**config.mk**
```make
export PLATFORM = sky130hd
export DESIGN_NAME = bb_uart_cmd_rx
export DESIGN_NICKNAME = d
export VERILOG_FILES = /design/src/rtl/bb_uart_cmd_rx.sv
export SDC_FILE = /design/constraint.sdc
export NUM_CORES = 1
export LEC_CHECK = 0
export ABC_CLOCK_PERIOD_IN_PS = 3400
export BUFFER_PORTS_ARGS = -buffer_cell sky130_fd_sc_hd__buf_2
export CORE_MARGIN = 4
export CORE_UTILIZATION = 50
export CTS_BUF_LIST = sky130_fd_sc_hd__clkbuf_4 sky130_fd_sc_hd__clkbuf_8 sky130_fd_sc_hd__clkbuf_16
export CTS_CLUSTER_SIZE = 16
export DETAILED_ROUTE_END_ITERATION = 8
export GPL_TIMING_DRIVEN = 0
export PLACE_DENSITY = 0.78
export SYNTH_ARGS = -nofsm -noshare
export SYNTH_HDL_FRONTEND = slang
export SYNTH_SLANG_ARGS = --single-unit
export TNS_END_PERCENT = 5
```
**constraint.sdc**
```tcl
create_clock -name clk -period 3.4 [get_ports clk]
set_input_delay 0.34 -clock clk [delete_from_list [all_inputs] [get_ports clk]]
set_output_delay 0.34 -clock clk [all_outputs]
set_load 0.005 [all_outputs]
```
**src/rtl/bb_uart_cmd_rx.sv**
```systemverilog
`default_nettype none
// ============================================================================
//  Module      : bb_uart_cmd_rx
//  Description : Receive side of the inter-bus UART bridge link. Deserialises
//                8N1 bytes from the peer TX line, assembles them into
//                read/write command frames and presents each frame as one
//                valid/ready transaction. Error conditions pulse for 1 cycle.
//  Revision    : 1.0 - initial release
// ============================================================================
module bb_uart_cmd_rx #(
    parameter int UART_CLOCKS_PER_PULSE = 5208,
    parameter int ADDR_WIDTH            = 16,
    parameter int TIMEOUT_BITS          = 40
) (
    input  logic                  clk,
    input  logic                  rstn,
    input  logic                  u_rx,
    output logic                  txn_valid,
    input  logic                  txn_ready,
    output logic                  txn_write,
    output logic [ADDR_WIDTH-1:0] txn_addr,
    output logic [7:0]            txn_wdata,
    output logic                  err_framing,
    output logic                  err_cmd,
    output logic                  err_overrun,
    output logic                  err_timeout,
    output logic                  busy
);

    localparam int c_HALF      = UART_CLOCKS_PER_PULSE / 2;
    localparam int c_CNT_W     = $clog2(UART_CLOCKS_PER_PULSE);
    localparam int c_TMO_LIMIT = TIMEOUT_BITS * UART_CLOCKS_PER_PULSE;
    localparam int c_TMO_W     = $clog2(c_TMO_LIMIT + 1);

    localparam logic [c_CNT_W-1:0] c_HALF_LAST = c_CNT_W'(c_HALF - 1);
    localparam logic [c_CNT_W-1:0] c_BIT_LAST  = c_CNT_W'(UART_CLOCKS_PER_PULSE - 1);
    localparam logic [c_TMO_W-1:0] c_TMO_LAST  = c_TMO_W'(c_TMO_LIMIT - 1);

    localparam logic [7:0] c_CMD_WR = 8'hA5;
    localparam logic [7:0] c_CMD_RD = 8'h5A;

    // Bit-level receiver states
    localparam logic [1:0] c_BIT_IDLE  = 2'd0;
    localparam logic [1:0] c_BIT_START = 2'd1;
    localparam logic [1:0] c_BIT_DATA  = 2'd2;
    localparam logic [1:0] c_BIT_STOP  = 2'd3;

    // Frame assembler states
    localparam logic [1:0] c_F_CMD  = 2'd0;
    localparam logic [1:0] c_F_AH   = 2'd1;
    localparam logic [1:0] c_F_AL   = 2'd2;
    localparam logic [1:0] c_F_DATA = 2'd3;

    logic                  r_rx_meta;
    logic                  r_rx_sync;
    logic [1:0]            r_bit_state;
    logic [1:0]            w_bit_next;
    logic [c_CNT_W-1:0]    r_bit_cnt;
    logic [2:0]            r_bit_idx;
    logic [7:0]            r_shift;
    logic                  r_byte_valid;
    logic                  r_err_framing;
    logic                  w_tick;
    logic                  w_data_smp;
    logic                  w_stop_ok;
    logic                  w_stop_bad;

    logic [1:0]            r_frm_state;
    logic [1:0]            w_frm_next;
    logic                  r_is_write;
    logic [7:0]            r_addr_hi;
    logic [7:0]            r_addr_lo;
    logic [c_TMO_W-1:0]    r_tmo_cnt;
    logic                  w_is_wr;
    logic                  w_is_rd;
    logic                  w_tmo_run;
    logic                  w_timeout;
    logic                  w_bad_cmd;
    logic                  w_complete;
    logic                  w_load;
    logic                  w_overrun;
    logic [15:0]           w_addr16;

    logic                  r_txn_valid;
    logic                  r_txn_write;
    logic [ADDR_WIDTH-1:0] r_txn_addr;
    logic [7:0]            r_txn_wdata;
    logic                  r_err_cmd;
    logic                  r_err_overrun;
    logic                  r_err_timeout;

    // Two-flop synchroniser; presets to idle-high so reset release is quiet
    always_ff @(posedge clk or negedge rstn) begin
        if (!rstn) begin
            r_rx_meta <= 1'b1;
            r_rx_sync <= 1'b1;
        end else begin
            r_rx_meta <= u_rx;
            r_rx_sync <= r_rx_meta;
        end
    end

    // Bit FSM state register
    always_ff @(posedge clk or negedge rstn) begin
        if (!rstn) r_bit_state <= c_BIT_IDLE;
        else       r_bit_state <= w_bit_next;
    end

    // Bit FSM next state; STOP returns to IDLE at mid-bit so back-to-back bytes work
    always_comb begin
        w_bit_next = r_bit_state;
        case (r_bit_state)
            c_BIT_IDLE:  if (!r_rx_sync) w_bit_next = c_BIT_START;
            c_BIT_START: if (w_tick) w_bit_next = r_rx_sync ? c_BIT_IDLE : c_BIT_DATA;
            c_BIT_DATA:  if (w_tick && (r_bit_idx == 3'd7)) w_bit_next = c_BIT_STOP;
            c_BIT_STOP:  if (w_tick) w_bit_next = c_BIT_IDLE;
            default:     w_bit_next = c_BIT_IDLE;
        endcase
    end

    // Bit FSM outputs: sample strobes at half a bit (start) or a full bit (data/stop)
    always_comb begin
        w_tick = 1'b0;
        case (r_bit_state)
            c_BIT_START:           w_tick = (r_bit_cnt == c_HALF_LAST);
            c_BIT_DATA, c_BIT_STOP: w_tick = (r_bit_cnt == c_BIT_LAST);
            default:               w_tick = 1'b0;
        endcase
        w_data_smp = (r_bit_state == c_BIT_DATA) && w_tick;
        w_stop_ok  = (r_bit_state == c_BIT_STOP) && w_tick && r_rx_sync;
        w_stop_bad = (r_bit_state == c_BIT_STOP) && w_tick && !r_rx_sync;
    end

    // Bit timing counter, LSB-first shift register and byte/framing strobes
    always_ff @(posedge clk or negedge rstn) begin
        if (!rstn) begin
            r_bit_cnt     <= '0;
            r_bit_idx     <= 3'd0;
            r_shift       <= 8'h00;
            r_byte_valid  <= 1'b0;
            r_err_framing <= 1'b0;
        end else begin
            r_byte_valid  <= w_stop_ok;
            r_err_framing <= w_stop_bad;
            if ((r_bit_state == c_BIT_IDLE) || w_tick) r_bit_cnt <= '0;
            else                                       r_bit_cnt <= r_bit_cnt + 1'b1;
            if (r_bit_state == c_BIT_IDLE) r_bit_idx <= 3'd0;
            else if (w_data_smp)           r_bit_idx <= r_bit_idx + 3'd1;
            if (w_data_smp) r_shift <= {r_rx_sync, r_shift[7:1]};
        end
    end

    // Frame FSM state register
    always_ff @(posedge clk or negedge rstn) begin
        if (!rstn) r_frm_state <= c_F_CMD;
        else       r_frm_state <= w_frm_next;
    end

    // Frame FSM next state; framing errors and timeouts abandon the frame
    always_comb begin
        w_frm_next = r_frm_state;
        if (w_stop_bad || w_timeout) begin
            w_frm_next = c_F_CMD;
        end else if (r_byte_valid) begin
            case (r_frm_state)
                c_F_CMD:  if (w_is_wr || w_is_rd) w_frm_next = c_F_AH;
                c_F_AH:   w_frm_next = c_F_AL;
                c_F_AL:   w_frm_next = r_is_write ? c_F_DATA : c_F_CMD;
                c_F_DATA: w_frm_next = c_F_CMD;
                default:  w_frm_next = c_F_CMD;
            endcase
        end
    end

    // Frame FSM outputs: command decode, completion, overrun and timeout detection
    always_comb begin
        w_is_wr    = (r_shift == c_CMD_WR);
        w_is_rd    = (r_shift == c_CMD_RD);
        w_bad_cmd  = r_byte_valid && (r_frm_state == c_F_CMD) && !w_is_wr && !w_is_rd;
        w_complete = r_byte_valid &&
                     (((r_frm_state == c_F_AL) && !r_is_write) || (r_frm_state == c_F_DATA));
        w_load     = w_complete && (!r_txn_valid || txn_ready);
        w_overrun  = w_complete && !w_load;
        // a byte_valid on the counter's last cycle wins, the frame is still alive
        w_tmo_run  = (r_frm_state != c_F_CMD) && (r_bit_state == c_BIT_IDLE);
        w_timeout  = w_tmo_run && !r_byte_valid && (r_tmo_cnt == c_TMO_LAST);
        w_addr16   = (r_frm_state == c_F_AL) ? {r_addr_hi, r_shift} : {r_addr_hi, r_addr_lo};
    end

    // Frame fields, inter-byte timeout counter, output holding register and error pulses
    always_ff @(posedge clk or negedge rstn) begin
        if (!rstn) begin
            r_is_write    <= 1'b0;
            r_addr_hi     <= 8'h00;
            r_addr_lo     <= 8'h00;
            r_tmo_cnt     <= '0;
            r_txn_valid   <= 1'b0;
            r_txn_write   <= 1'b0;
            r_txn_addr    <= '0;
            r_txn_wdata   <= 8'h00;
            r_err_cmd     <= 1'b0;
            r_err_overrun <= 1'b0;
            r_err_timeout <= 1'b0;
        end else begin
            r_err_cmd     <= w_bad_cmd;
            r_err_overrun <= w_overrun;
            r_err_timeout <= w_timeout;
            if (r_byte_valid && (r_frm_state == c_F_CMD) && (w_is_wr || w_is_rd))
                r_is_write <= w_is_wr;
            if (r_byte_valid && (r_frm_state == c_F_AH)) r_addr_hi <= r_shift;
            if (r_byte_valid && (r_frm_state == c_F_AL)) r_addr_lo <= r_shift;
            // frozen while a byte is in flight so it cannot collide with a framing error
            if (r_byte_valid || (r_frm_state == c_F_CMD) || w_timeout) r_tmo_cnt <= '0;
            else if (w_tmo_run)                                      r_tmo_cnt <= r_tmo_cnt + 1'b1;
            if (w_load) begin
                r_txn_valid <= 1'b1;
                r_txn_write <= r_is_write;
                r_txn_addr  <= w_addr16[ADDR_WIDTH-1:0];
                r_txn_wdata <= (r_frm_state == c_F_DATA) ? r_shift : 8'h00;
            end else if (txn_ready) begin
                r_txn_valid <= 1'b0;
            end
        end
    end

    assign txn_valid   = r_txn_valid;
    assign txn_write   = r_txn_write;
    assign txn_addr    = r_txn_addr;
    assign txn_wdata   = r_txn_wdata;
    assign err_framing = r_err_framing;
    assign err_cmd     = r_err_cmd;
    assign err_overrun = r_err_overrun;
    assign err_timeout = r_err_timeout;
    assign busy        = (r_frm_state != c_F_CMD) || (r_bit_state != c_BIT_IDLE);

endmodule
`default_nettype wire

```
# Word-level counts from Yosys, hierarchy flattened
# Cells that the tools add are included.
# Widths: inputs -> output; s select.
[classes]
addsub = 3
n_mux = 21
n_reduce_logical = 44
n_eq_ne = 17
[ops]
columns = ["operator", "n"]
rows = [
  ["$mux 18", 2],
  ["$add 18x1->18 const B", 1],
  ["$eq 18x18->1 const B", 1],
  ["$logic_and 1x1->1", 18],
  ["$mux 2", 9],
  ["$mux 8", 2],
  ["$pmux 2 s4", 2],
  ["$add 13x1->13 const B", 1],
  ["$eq 13x12->1 const B", 1],
  ["$eq 13x13->1 const B", 1],
  ["$mux 13", 1],
  ["$reduce_bool 2->1", 6],
  ["$eq 2x2->1 const B", 4],
  ["$eq 8x7->1 const B", 1],
  ["$eq 8x8->1 const B", 1],
  ["$logic_or 1x1->1", 8],
  ["$ne 2x2->1 const B", 4],
  ["$logic_not 1->1", 7],
  ["$mux 3", 2],
  ["$eq 2x1->1 const B", 2],
  ["$logic_not 2->1", 2],
  ["$reduce_and 4->1", 1],
  ["$add 3x1->3 const B", 1],
  ["$eq 3x3->1 const B", 1],
  ["5 further kinds", 6],
]
[word_totals]
output_inout_bits = 31
input_bits = 4
word_cells = 105
regBits = 96

# Longest topological paths before layout
[logic_depth]
ltp_word = 8
ltp_mapped = 8
depth_no_buf = 6

# Least setup slack after synthesis
# No wires, ideal clock.
[synth_timing]
kind = "reg2reg"
start = "register r_bit_cnt[10]"
end = "register r_shift[4]"
slack_ns = 1.618
path_stages_with_launch = 6
arrival_time_ns = 1.657
synth_period_minus_slack_ns = 1.782
n_path_buf = 1
setup_ns = 0.125
path_cell_list = "dfrtp_1 and4bb_2 mux2i_2 nor4_4 buf_6 mux2_2"
[synth_between]
elab_chain_cells = 3
[synth_lines]
columns = ["item", "line_no", "rtl"]
rows = [
  ["start, declared", "58", "logic [c_CNT_W-1:0] r_bit_cnt;"],
  ["start signal, assigned", "146", "else r_bit_cnt <= r_bit_cnt + 1'b1;"],
  ["$eq 13x13->1 or $eq 13x12->1 (tied branches)", "126, 125", ""],
  ["$pmux 1 s2 (*)", "124", "case (r_bit_state)"],
  ["$logic_and 1x1->1 (*)", "129", "w_data_smp = (r_bit_state == c_BIT_DATA) && w_tick;"],
  ["end signal, assigned", "149", "if (w_data_smp) r_shift <= {r_rx_sync, r_shift[7:1]};"],
  ["end, declared", "60", "logic [7:0] r_shift;"],
]
# Every way passes the cells marked *; elsewhere a longest branch is shown, timed or not.
# A chain may end at the register's enable or synchronous reset.

# Worst setup path in the final report
[layout_timing]
start = "register r_tmo_cnt[6]"
end = "register r_frm_state[0]"
[layout_between]
elab_chain_cells = 5
[layout_lines]
columns = ["item", "line_no", "rtl"]
rows = [
  ["start, declared", "73", "logic [c_TMO_W-1:0] r_tmo_cnt;"],
  ["start signal, assigned", "214", "else if (w_tmo_run) r_tmo_cnt <= r_tmo_cnt + 1'b1;"],
  ["$eq 18x18->1 (*)", "186", "w_timeout = w_tmo_run && !r_byte_valid && (r_tmo_cnt == c_TMO_LAST);"],
  ["$logic_and 1x1->1 (*)", "186", ""],
  ["$logic_or 1x1->1 (*)", "162", "if (w_stop_bad || w_timeout) begin"],
  ["$ne 3x3->1 (no line) or $reduce_bool 2->1 (tied branches)", "-", ""],
  ["$reduce_and 2->1 (no line)", "-", ""],
  ["end signal, assigned", "155", "if (!rstn) r_frm_state <= c_F_CMD;"],
  ["end signal, assigned", "156", "else r_frm_state <= w_frm_next;"],
  ["end, declared", "68", "logic [1:0] r_frm_state;"],
]
# Marks and branches as above.

==> summary.txt <==
Finish
  • Layout cells sized above 1: 20.7%
  • Most frequent cells in the layout: 94 x dfrtp_1, 78 x nand2_1, 50 x nor2_1
  • Most common cell after layout, fill and taps aside: dfrtp_1
  • Fin cells: 564
  • Fin nets: 462
  • Layout Area Growth over Synthesis: 12.2%
  • # diodes: 0

Yosys
  • Seq/Total Area, Yosys: 56.4%
  • Yosys top cell area share: 55.2%
  • #FFs+latches synth: 96
  • Mapped cell area: 4260 um2
  • Post-synth top area cell: dfrtp_1
  • EDFF count, synth: 0
  • Ys Warns: 0
  • Syn_nets: 415
  • Syn avg cell area: 10.5 um2
  • Top post-synthesis cells by area: dfrtp_1 55%, nand2_1 6.9%, mux2_2 6.3%
  • Gate Count Post-Synth: 407
  • Main flop type after synthesis: dfrtp_1
  • Post-synthesis cell type count: 52
  • Post-synth ARST share: 100%

Pwr
  • Tot Pwr: 0.00187 W
  • Cell Int Power: 0.00142 W
  • Gate power share: 1.6%
  • Peak VDD IR: 0.228 mV
  • P_sw: 0.000446 W
  • Clock power frac: 37.2%
  • Pleak: 2.20 nW
  • Power Density: 391 nW/um2
  • Switching part of the total power: 23.9%
  • Flop pwr share: 61.2%

Worst setup path
  • CP max stage cell: or4b_1
  • CP startpoint: r_tmo_cnt[6]
  • CP Capture Type: flip-flop
  • Startpoint types: flip-flop
  • R2R setup slack: 1.29 ns
  • Reg2reg path depth: 5
  • CP Class: reg -> reg
  • Worst reg2reg startpoint: r_tmo_cnt[6]
  • R2R Path End: r_frm_state[0]
  • Critical path capture point: r_frm_state[0]
  • CP cell instances: or4b_1 -> nor4_1 -> nand2_1 -> o32ai_1 -> nor3_1
  • CP Data Arrival Time: 2.34 ns
  • CP required: 3.63 ns
  • Crit-path max FO: 5
  • Critical Path Max Stage Delay: 0.52 ns

CTS
  • Post-CTS setup-driven buffer insertion count: 0
  • Clock root buffer: clkbuf_8
  • Clk slew on worst S/H paths: 0.10 ns
  • CTS tree: yes
  • H-tree depth: 3
  • Sink Count: 96
  • Post-CTS Resized: 0
  • Insertion delay to the later sink of the worst-skew pair: 0.36 ns
  • Hold-fix buffers, CTS: 1
  • Inserted Clock Buffers: 9
  • Clock Path Buffers: 2

Drt
  • DRT Pass-1 Iters: 4
  • Total Wirelength: 8.34 mm
  • Post-route DRC: 0
  • Avg WL per Cell: 14.8 um
  • Via count: 3107
  • Via-per-instance ratio: 5.51
  • Post-route ant nets: 0
  • Initial DRC count: 98

Global route
  • Tot GR Track Use: 17.4%
  • Grt met3 use: 3.47%
  • GR Util met1: 22.0%
  • Vias in the first global route: 3029
  • Met2 Use GR: 29.4%
  • Pin count of the biggest net entering global routing: 65
  • Gr busiest metal: met2
  • Remaining Overflow, GRT: 0
  • First-pass GRT wire length: 14.0 mm
  • Initial antenna violation count: 0

Place
  • Placed insts: 547
  • Final GP Congestion: 0.811
  • Post-DP HPWL: 5.84 mm
  • Pre-CTS setup slack: 1.32 ns
  • Port-buffer cells: 34

Worst hold path
  • Min-delay src: u_rx
  • Hold crit path type: in -> reg

Floorplan
  • Core area: 8260 um2
  • Die Ht: 100 um
  • DIE WIDTH: 100 um
  • Site Rows: 33
  • Die Area: 10100 um2
  • I/O Pins: 35
  • Starting Density: 51.6%

STA
  • RSZ-0062 raised after global routing: no
  • Slew Limit Fails: 0
  • Least-Margin Pin Slew: 0.599 ns
  • Final hold violation count: 0
  • Setup TNS: 0 ns
  • Slew headroom: 59.7%
  • Final worst setup slack: 1.29 ns
  • Fin crit period: 2.11 ns
  • Fmax: 474 MHz
  • Clock Skew: 0.0113 ns
  • Tcrit/Tclk final: 62.1%
  • Setup Viol. Count Final: 0

Run status
  • Status: finished, final reports clean

Job
  • Max_cap viols: 0
==> flip-flops by register name, summed over array words and instances (netlist names), 2 cells and up, named ones only <==
signal / count
r_shift: 8
r_tmo_cnt: 18
r_bit_idx: 3
r_frm_state: 2
txn_wdata: 8
txn_addr: 16
r_addr_lo: 8
r_addr_hi: 8
r_bit_cnt: 13
==> logic make-up (layout without fill, tap and decap cells) <==
group | Yosys count | count (layout) | share of synthesized area, %
adders and majority gates | 4 | 4 | 1.17
AOI/OAI and AO/OA | 32 | 32 | 4.58
and+or+nand+nor | 201 | 201 | 22.8
xor gates and xnor gates | 28 | 28 | 5.76
buffers and inverters | 20 | 72 | 2.17
DFF | 96 | 96 | 56.4
muxes | 26 | 26 | 7.02
==> how the worst min path moves through the flow <==
stage | cells after the start | slack [ns] | end
after detailed placement | 1 | 0.32 | err_cmd
after global routing | 1 | 0.05 | r_rx_meta
after global placement | 0 | 0.35 | r_rx_sync
after CTS | 1 | 0.06 | r_rx_meta
final | 1 | 0.08 | r_rx_meta
after floorplan | 0 | 0.04 | asynchronous set/reset pin
==> power groups by stage <==
stage          combinational, W  sequential (W)  clock, W
5_1_grt               0.0000355         0.00114  0.000758
6_report              0.0000295         0.00114  0.000696
3_5_place_dp          0.0000304         0.00117         0
4_1_cts               0.0000314         0.00114  0.000704
3_3_place_gp          0.0000251         0.00117         0
2_1_floorplan        0.00000163         0.00117         0
==> stage by stage <==
stage | hold slack (ns) | utilization [%] | area (um2)
after floorplan | 0.0444 | - | 4260
after global placement | 0.346 | 55.2 | 4560
after detailed placement | 0.317 | 55.6 | 4590
after CTS | 0.0587 | 57.9 | 4780
after global routing | 0.0532 | 57.9 | 4780
final | 0.0750 | 57.9 | 4780
==> worst max-delay path: cells and delay by family (launching register included) <==
kind	cells	cell delay (ns)
simple gates	4	1.07
flops	1	0.44
compound gates	1	0.47
==> metal layers <==
metal | vias to the layer above | part of all wire, %
met2 | 69 | 50
met4 | 0 | 2.1
met3 | 18 | 3.8
met5 | - | 0
li1 | 1484 | -
met1 | 1536 | 44
==> cells in the mapped netlist, types with 2 or more instances <==
master and n:
dfrtp_1 94, nand2_1 78, nor2_1 50, mux2_2 24, nand3_1 21, xor2_1 19, o21ai_0 13, clkbuf_1 10
a31oi_1 9, xnor2_1 9, nand4_1 8, buf_2 5, nor3_1 5, a21oi_1 4, and3_1 4, ha_1 4
nand2b_1 4, nor2b_1 4, nor4_1 4, dfstp_2 2, inv_1 2, nor2_2 2, nor3b_1 2, nor4b_1 2
==> final cells by class <==
type,count,area [um2]
clock buffer,9,124
inverter,2,7.51
multi-input combinational,291,1760
tap,105,131
buffer,18,85.1
fill,688,3480
timing repair buffer,36,210
sequential,96,2400
clock inverter,7,53.8
Power figures use the tool's default switching activity.
